===== config.mk =====
export PLATFORM = sky130hd
export DESIGN_NAME = comp_search_flat
export DESIGN_NICKNAME = d
export VERILOG_FILES = /design/src/rtl/comp_search_if.sv /design/src/rtl/comp_search.sv /design/src/flat_wrapper.sv
export SDC_FILE = /design/constraint.sdc
export NUM_CORES = 1
export LEC_CHECK = 0
export CAP_MARGIN = 20
export CORE_MARGIN = 2
export CORE_UTILIZATION = 50
export CTS_CLUSTER_DIAMETER = 30
export DETAILED_ROUTE_END_ITERATION = 10
export PLACE_DENSITY_LB_ADDON = 0.05
export SKIP_LAST_GASP = 1
export SYNTH_ARGS = -nofsm -noshare
export SYNTH_HDL_FRONTEND = slang
export SYNTH_SLANG_ARGS = --single-unit

===== constraint.sdc =====
create_clock -name clk -period 7.44 [get_ports clk]
set_input_delay 1.488 -clock clk [delete_from_list [all_inputs] [get_ports clk]]
set_output_delay 1.488 -clock clk [all_outputs]
set_load 0.03 [all_outputs]

===== src/rtl/comp_search_if.sv =====
// Probe/flag bus between a search engine and a comp magnitude comparator.
// master drives probe and reads isbig/iseq/issmall; slave is the comparator.
interface comp_search_if #(
  parameter int W = 4
);

  logic [W-1:0] probe;
  logic         isbig;
  logic         iseq;
  logic         issmall;

  modport master (
    output probe,
    input  isbig,
    input  iseq,
    input  issmall
  );

  modport slave (
    input  probe,
    output isbig,
    output iseq,
    output issmall
  );

endinterface


===== src/rtl/comp_search.sv =====
// Binary-search engine that locates the comparator's unknown a input.
// Ports: clk, rst_n (sync, active-low), start, cmp (probe/flag bus),
// busy, done (1-cycle pulse), found, err, result, steps (held until start).
module comp_search #(
  parameter int W       = 4,
  parameter int CMP_LAT = 1,
  parameter int SW      = $clog2(W + 2)
) (
  input  logic                 clk,
  input  logic                 rst_n,
  input  logic                 start,
  comp_search_if.master        cmp,
  output logic                 busy,
  output logic                 done,
  output logic                 found,
  output logic                 err,
  output logic [W-1:0]         result,
  output logic [SW-1:0]        steps
);

  localparam int CW =
    (CMP_LAT > 1) ? $clog2(CMP_LAT) : 1;

  localparam logic [CW-1:0] CLAST =
    CW'(CMP_LAT - 1);

  localparam logic [W-1:0] MAXV = '1;

  generate
    if (CMP_LAT < 1) begin : g_lat_chk
      $error("CMP_LAT must be at least 1");
    end
    if (W < 1) begin : g_w_chk
      $error("W must be at least 1");
    end
  endgenerate

  typedef enum logic [1:0] {
    IDLE,
    PROBE,
    DONE
  } state_t;

  state_t          st_q;
  state_t          st_d;

  logic [W-1:0]    probe_q;
  logic [W-1:0]    probe_d;
  logic [W-1:0]    lo_q;
  logic [W-1:0]    lo_d;
  logic [W-1:0]    hi_q;
  logic [W-1:0]    hi_d;
  logic [CW-1:0]   cnt_q;
  logic [CW-1:0]   cnt_d;

  logic            busy_q;
  logic            busy_d;
  logic            done_q;
  logic            done_d;
  logic            found_q;
  logic            found_d;
  logic            err_q;
  logic            err_d;
  logic [W-1:0]    result_q;
  logic [W-1:0]    result_d;
  logic [SW-1:0]   steps_q;
  logic [SW-1:0]   steps_d;

  logic            onehot;
  logic            sample;
  logic [W:0]      sum;

  // True for exactly one flag: xor catches odd counts,
  // the and-term rejects all three.
  assign onehot =
    (cmp.isbig ^ cmp.iseq ^ cmp.issmall) &
    ~(cmp.isbig & cmp.iseq & cmp.issmall);

  assign sample = (cnt_q == CLAST);

  always_ff @(posedge clk) begin
    if (!rst_n) begin
      st_q     <= IDLE;
      probe_q  <= '0;
      lo_q     <= '0;
      hi_q     <= '0;
      cnt_q    <= '0;
      busy_q   <= 1'b0;
      done_q   <= 1'b0;
      found_q  <= 1'b0;
      err_q    <= 1'b0;
      result_q <= '0;
      steps_q  <= '0;
    end else begin
      st_q     <= st_d;
      probe_q  <= probe_d;
      lo_q     <= lo_d;
      hi_q     <= hi_d;
      cnt_q    <= cnt_d;
      busy_q   <= busy_d;
      done_q   <= done_d;
      found_q  <= found_d;
      err_q    <= err_d;
      result_q <= result_d;
      steps_q  <= steps_d;
    end
  end

  always_comb begin
    st_d     = st_q;
    probe_d  = probe_q;
    lo_d     = lo_q;
    hi_d     = hi_q;
    cnt_d    = cnt_q;
    busy_d   = busy_q;
    done_d   = 1'b0;
    found_d  = found_q;
    err_d    = err_q;
    result_d = result_q;
    steps_d  = steps_q;
    sum      = '0;

    unique case (st_q)
      IDLE: begin
        if (start) begin
          lo_d     = '0;
          hi_d     = MAXV;
          probe_d  = MAXV >> 1;
          steps_d  = '0;
          found_d  = 1'b0;
          err_d    = 1'b0;
          result_d = '0;
          busy_d   = 1'b1;
          cnt_d    = '0;
          st_d     = PROBE;
        end
      end

      PROBE: begin
        if (!sample) begin
          cnt_d = cnt_q + 1'b1;
        end else begin
          cnt_d   = '0;
          steps_d = steps_q + 1'b1;
          if (!onehot) begin
            err_d  = 1'b1;
            busy_d = 1'b0;
            done_d = 1'b1;
            st_d   = DONE;
          end else begin
            unique case (1'b1)
              cmp.iseq: begin
                found_d  = 1'b1;
                result_d = probe_q;
                busy_d   = 1'b0;
                done_d   = 1'b1;
                st_d     = DONE;
              end
              cmp.isbig: begin
                if (probe_q == hi_q) begin
                  err_d  = 1'b1;
                  busy_d = 1'b0;
                  done_d = 1'b1;
                  st_d   = DONE;
                end else begin
                  lo_d = probe_q + 1'b1;
                end
              end
              cmp.issmall: begin
                // probe==lo also covers probe==0,
                // so the decrement never wraps.
                if (probe_q == lo_q) begin
                  err_d  = 1'b1;
                  busy_d = 1'b0;
                  done_d = 1'b1;
                  st_d   = DONE;
                end else begin
                  hi_d = probe_q - 1'b1;
                end
              end
              default: begin
                st_d = st_q;
              end
            endcase
            // Midpoint in W+1 bits so lo+hi cannot overflow.
            if (st_d == PROBE) begin
              sum     = {1'b0, lo_d} + {1'b0, hi_d};
              probe_d = sum[W:1];
            end
          end
        end
      end

      DONE: begin
        st_d = IDLE;
      end

      default: begin
        st_d = IDLE;
      end
    endcase
  end

  assign cmp.probe = probe_q;
  assign busy      = busy_q;
  assign done      = done_q;
  assign found     = found_q;
  assign err       = err_q;
  assign result    = result_q;
  assign steps     = steps_q;

endmodule


===== src/flat_wrapper.sv =====
// flat-port wrapper written by rule: the top's interface ports become plain ports
module comp_search_flat 
#(
  parameter int W       = 4,
  parameter int CMP_LAT = 1,
  parameter int SW      = $clog2(W + 2)
)
  (clk, rst_n, start, busy, done, found, err, result, steps, cmp_probe, cmp_isbig, cmp_iseq, cmp_issmall);
  comp_search_if #(.W(W)) cmp_i ();
  input  logic clk;
  input  logic rst_n;
  input  logic start;
  output logic busy;
  output logic done;
  output logic found;
  output logic err;
  output logic [W-1:0] result;
  output logic [SW-1:0] steps;
  output wire logic [$bits(cmp_i.probe)-1:0] cmp_probe;
  input wire logic [$bits(cmp_i.isbig)-1:0] cmp_isbig;
  input wire logic [$bits(cmp_i.iseq)-1:0] cmp_iseq;
  input wire logic [$bits(cmp_i.issmall)-1:0] cmp_issmall;
  assign cmp_probe = cmp_i.probe;
  assign cmp_i.isbig = cmp_isbig;
  assign cmp_i.iseq = cmp_iseq;
  assign cmp_i.issmall = cmp_issmall;
  comp_search #(.W(W), .CMP_LAT(CMP_LAT), .SW(SW)) u_core (.clk(clk), .rst_n(rst_n), .start(start), .cmp(cmp_i), .busy(busy), .done(done), .found(found), .err(err), .result(result), .steps(steps));
endmodule

## Word level (Yosys, flattened, before mapping)

Index checks and enable logic that the tools add are counted.

- Bits in registers: 26
- Output and inout port bits: 15
- Logic and storage cells: 112

- Add/subtract/negate cells: 5
- Eq/ne operators: 13
- Multiplexer cells: 64
- Bitwise operators: 8
- Reduce and logical (&&, ||, !) cells: 11

Operator list:

| kind | count |
|---|---|
| 4-bit two-way mux | 23 |
| 4-bit case mux with 2 select lines | 4 |
| 1-bit two-way mux | 17 |
| 2-bit two-way mux | 8 |
| 4-bit inequality test, second input constant | 3 |
| 6-bit AND reduction | 2 |
| 1-bit case mux with 2 select lines | 5 |
| 5-bit AND reduction | 2 |
| 4-bit equality test | 2 |
| 3-bit two-way mux | 2 |
| 2-bit inequality test, second input constant | 3 |
| 1-bit case mux with 3 select lines | 2 |
| 2-bit case mux with 3 select lines | 1 |
| 3-bit case mux with 2 select lines | 1 |
| 4-bit by 4-bit adder with 5-bit output | 1 |
| 5-bit inequality test, second input constant | 1 |
| 4-bit by 1-bit adder with 4-bit output, second input constant | 1 |
| 2-bit by 1-bit equality test with 1-bit output, second input constant | 2 |
| 2-bit by 1-bit inequality test with 1-bit output, second input constant | 2 |
| 2-bit case mux with 2 select lines | 1 |
| 2-bit AND reduction | 2 |
| 4-bit AND reduction | 1 |
| 4-bit by 1-bit subtractor with 4-bit output, second input constant | 1 |
| 3-bit by 1-bit adder with 3-bit output, second input constant | 1 |
| other kinds (8) | 13 |

## Depth between registers and ports, before layout

- Depth in word-level cells: 12
- Depth in mapped cells: 13
- Gate-level depth less buffers: 12

## Worst setup path before layout

Ideal clock, no wire load.

- Kind: register to register
- From: register u_core.probe_q[0] (netlist: u_core.cmp.probe[0])
- To: register u_core.probe_q[2] (netlist: u_core.cmp.probe[2])
- Library setup time: 0.060 ns
- Arrival time: 3.235 ns
- Path slack: 4.144 ns
- Cell stages (with the launch flop): 12
- Path buffers: 1
- Cell sequence: dfxtp_1 > clkbuf_1 > xor2_1 > o41ai_2 > o21ai_0 > ha_1 > a21oi_1 > nor2b_1 > nor2b_1 > a221o_1 > a211oi_1 > o221a_1

- Cells in the longest elaborated chain, start to end: 11

Ends and longest elaborated chain:

| item | RTL line | RTL |
|---|---|---|
| start: declaration | comp_search.sv:47 | `logic [W-1:0] probe_q;` |
| start signal: assignment | comp_search.sv:96 | `probe_q <= probe_d;` |
| 4-bit by 1-bit adder with 4-bit output, or another cell as far along | comp_search.sv:166 | `lo_d = probe_q + 1'b1;` |
| 4-bit two-way mux (on tied branches) | comp_search.sv:160, comp_search.sv:172 |  |
| 4-bit two-way mux | comp_search.sv:151 | `unique case (1'b1)` |
| 4-bit two-way mux | comp_search.sv:145 | `if (!onehot) begin` |
| 4-bit two-way mux | comp_search.sv:140 | `if (!sample) begin` |
| 4-bit two-way mux | comp_search.sv:123 | `unique case (st_q)` |
| 4-bit by 4-bit adder with 5-bit output | comp_search.sv:187 | `sum = {1'b0, lo_d} + {1'b0, hi_d};` |
| 4-bit two-way mux | comp_search.sv:186 | `if (st_d == PROBE) begin` |
| 4-bit two-way mux | comp_search.sv:145 |  |
| 4-bit two-way mux | comp_search.sv:140 |  |
| 4-bit case mux with 2 select lines | comp_search.sv:123 |  |

Several ways; a longest one is shown, not always the timed one. The select of a mux whose other input is x is not followed.
A chain may end at the register's enable or synchronous reset.

## Final worst setup path

- From: input cmp_issmall
- To: register u_core.probe_q[2] (netlist: u_core.cmp.probe[2])

- Cells in the longest elaborated chain, start to end: 9

Ends and longest elaborated chain:

| item | RTL line | RTL |
|---|---|---|
| start: declaration | flat_wrapper.sv:22 | `input wire logic [$bits(cmp_i.issmall)-1:0] cmp_issmall;` |
| 4-bit two-way mux | comp_search.sv:151 |  |
| 4-bit two-way mux | comp_search.sv:145 |  |
| 4-bit two-way mux | comp_search.sv:140 |  |
| 4-bit two-way mux | comp_search.sv:123 |  |
| 4-bit by 4-bit adder with 5-bit output | comp_search.sv:187 |  |
| 4-bit two-way mux | comp_search.sv:186 |  |
| 4-bit two-way mux | comp_search.sv:145 |  |
| 4-bit two-way mux | comp_search.sv:140 |  |
| 4-bit case mux with 2 select lines | comp_search.sv:123 |  |

Several ways; a longest one is shown, not always the timed one. The select of a mux whose other input is x is not followed.

==> reports/qor.csv <==
metric,value,unit
status,"finished, violations left",
violations,DRC,
reg2regPathDepth,10,
fp.dieW,58.8,um
start_util,53.6,%
max-cap-violations,0,
min_path_type,flip-flop to flip-flop,
switching_share,38.2,%
seq_area_frac_synth,33.3,%
final_core_util,61.8,%
synth_top_area_share,33.3,%
synth_edf_count,0,
fill_cells,273,
clkPwrFrac,18.1,%
p_leak,0.686,nW
rsz0062_at_grt,no,
synthArstFlopShare,0,%
antenna_found_initial,0,
endpoint_kind,flip-flop,
routedWlPerCell,16.4,um
h-tree-depth,1,
arrival,4110,ps
dieArea,3460,um^2
ys_ff_latch,25,
post-route-min-period,3840,ps
cts_setup_buffers,0,
max_freq,261,MHz
coreArea,2810,um^2
clockBufferDepth,2,
grt_max_degree,26,
area_growth,15.3,%
layout-drive-gt1-share,6.84,%
seq_power_share,45.4,%
grt_pass1_vias,1289,
power_frac_comb,36.6,%
insertion_delay,320,ps
ys.flop_type,dfxtp_1,
wirelength,3.62,mm
synth.avg_cell_area,8.69,um^2
yosys.cell_types.count,36,
cts_made_buffers,3,
start_kind,input pin,
drt_iter0_markers,22,
rows,19,
power.switching,0.000134,W
vias,1342,
crit_required,7710,ps
vias_per_cell,6.07,
final_min_period_over_clock_period,51.6,%
dp_worst_setup_slack,3310,ps
slew_headroom,35.1,%
dp.final_hpwl,2.62,mm
finalHoldViolCount,0,
worst_slack,3600,ps
p_per_area,202,nW/um^2
num-nets-final,205,
antenna_cells,0,
p_int,0.000216,W
grt_pass1_wl,6.15,mm
clock_sinks,25,
cts_hold_buf,0,
pin_count,21,
overflow,0,
path_max_fanout,10,
finalMaxSlewViolations,0,
crit_type,input pin to flip-flop,
numPortBuffers,20,
ant_nets,0,
first_pass_iters,7,
cts_tree,yes,
grt_use_total,23.1,%
cts_resized,0,
syn-cell-area,1500,um^2
drc,1,
ys_warn_count,0,
finalClockSkew,5.32,ps
clock_tree.root_cell,clkbuf_4,
syn_inst,173,
ir_drop,0.000120,V
setup_viol_count_final,0,
fin_tns_setup,0,ps
path_clk_slew,140,ps
gp_congestion,0.839,
hold_depth,2,
die_h,58.8,um
synth_top_area_cell,dfxtp_1,
synth_fp_nets,187,
worstMarginPinSlew,963,ps
synthTopCellsByArea,"dfxtp_1 33%, nand2_1 6.0%, ha_1 5.8%, xor2_1 5.2%, o21ai_0 4.7%",
==> layout by cell type, fill, tap and decap left out <==
cell type,instances
a22oi_1,4
fa_1,1
nand2_1,24
mux2i_1,4
nor2_1,7
a21boi_0,5
xor2_1,9
a211oi_1,2
dfxtp_1,25
o41ai_4,1
nor3_1,3
clkdlybuf4s50_1,20
a221o_1,2
o211a_1,2
and3_1,1
clkbuf_4,3
nor4_1,3
clkbuf_1,1
o221a_1,1
mux2_2,1
a21o_1,1
xor2_2,1
o221a_2,6
o21ai_0,14
or3_1,1
nor2b_1,9
and2_1,2
nand3_1,7
inv_1,6
a21oi_1,10
ha_1,7
o31ai_1,1
o41ai_2,1
o311a_1,1
o21a_1,1
xnor2_1,3
==> sequential cells by signal (all words and copies together), names as in the netlist <==
name / count
u_core.result: 4
u_core.st_q: 2
u_core.done: 1
u_core.hi_q: 4
u_core.err: 1
u_core.cmp.probe: 4
u_core.steps: 3
u_core.busy: 1
u_core.lo_q: 4
u_core.found: 1
==> power groups by stage <==
| stage | Clock (W) | Sequential (W) | Combinational (W) |
|---|---|---|---|
| 2_1_floorplan | 0 | 0.000162 | 0.0000915 |
| 3_3_place_gp | 0 | 0.000161 | 0.000125 |
| 3_5_place_dp | 0 | 0.000162 | 0.000126 |
| 4_1_cts | 0.0000649 | 0.000159 | 0.000127 |
| 5_1_grt | 0.0000691 | 0.000160 | 0.000141 |
| 6_report | 0.0000632 | 0.000159 | 0.000128 |
==> through the flow <==
step                cells  power, W  area [um^2]  hold slack [ps]
global route          221  0.000370         1730              523
CTS                   221  0.000351         1730              484
global placement      217  0.000285         1710              455
detailed placement    217  0.000288         1710              464
finish                221  0.000350         1730              483
floorplan             173  0.000254         1500              515
==> worst max-delay path: stages <==
cell and delay [ps]:
clkdlybuf4s50_1 600, o41ai_2 250, nand2_1 110, o21ai_0 110, ha_1 430, a21oi_1 100
nor2b_1 160, nor2b_1 130, a221o_1 290, a211oi_1 210, o221a_1 210
==> worst paths after layout <==
kind | from | endpoint | slack, ps
min reg2reg | u_core.result[1] | u_core.result[1] | 480
max | cmp_issmall | u_core.cmp.probe[2] | 3600
max reg2reg | u_core.cmp.probe[0] | u_core.cmp.probe[2] | 3790
min | u_core.result[1] | u_core.result[1] | 480
==> final cells by class <==
class	instances	area, um^2	area share [%]
multi-input cells	135	945	54.5
flip-flops and latches	25	500	28.9
repair buffers	20	200	11.6
well taps	31	38.8	2.24
clock buffers	4	26.3	1.52
inverters	6	22.5	1.30
==> per-layer routing <==
metal	up-vias	GRT usage [%]	share of wire (%)
met1	651	30.6	45
li1	655	-	-
met3	4	3.08	4.6
met4	0	9.09	0.80
met2	32	38.1	50
met5	-	0	0
==> synth_stat cells (all sizes together), types with 4 or more instances <==
| cell | n |
|---|---|
| dfxtp | 25 |
| a21boi | 5 |
| mux2i | 4 |
| a21oi | 10 |
| xor2 | 10 |
| a22oi | 4 |
| nor2 | 7 |
| clkbuf | 5 |
| inv | 6 |
| o21ai | 14 |
| nand3 | 7 |
| ha | 7 |
| nor2b | 9 |
| nand2 | 24 |
| o221a | 7 |
==> cells by family (layout without fill, tap and decap cells) <==
family                     Yosys count  count (layout)  share of synthesized area (%)
and+or+nand+nor                     57              57                           17.7
AOI/OAI and AO/OA                   52              52                           26.5
DFF                                 25              25                           33.3
xor gates and xnor gates            13              13                           8.08
buffers and inverters               13              30                           3.83
adders and majority gates            8               8                           7.16
muxes                                5               5                           3.41
Note: power is estimated with default switching activity, not from simulation.
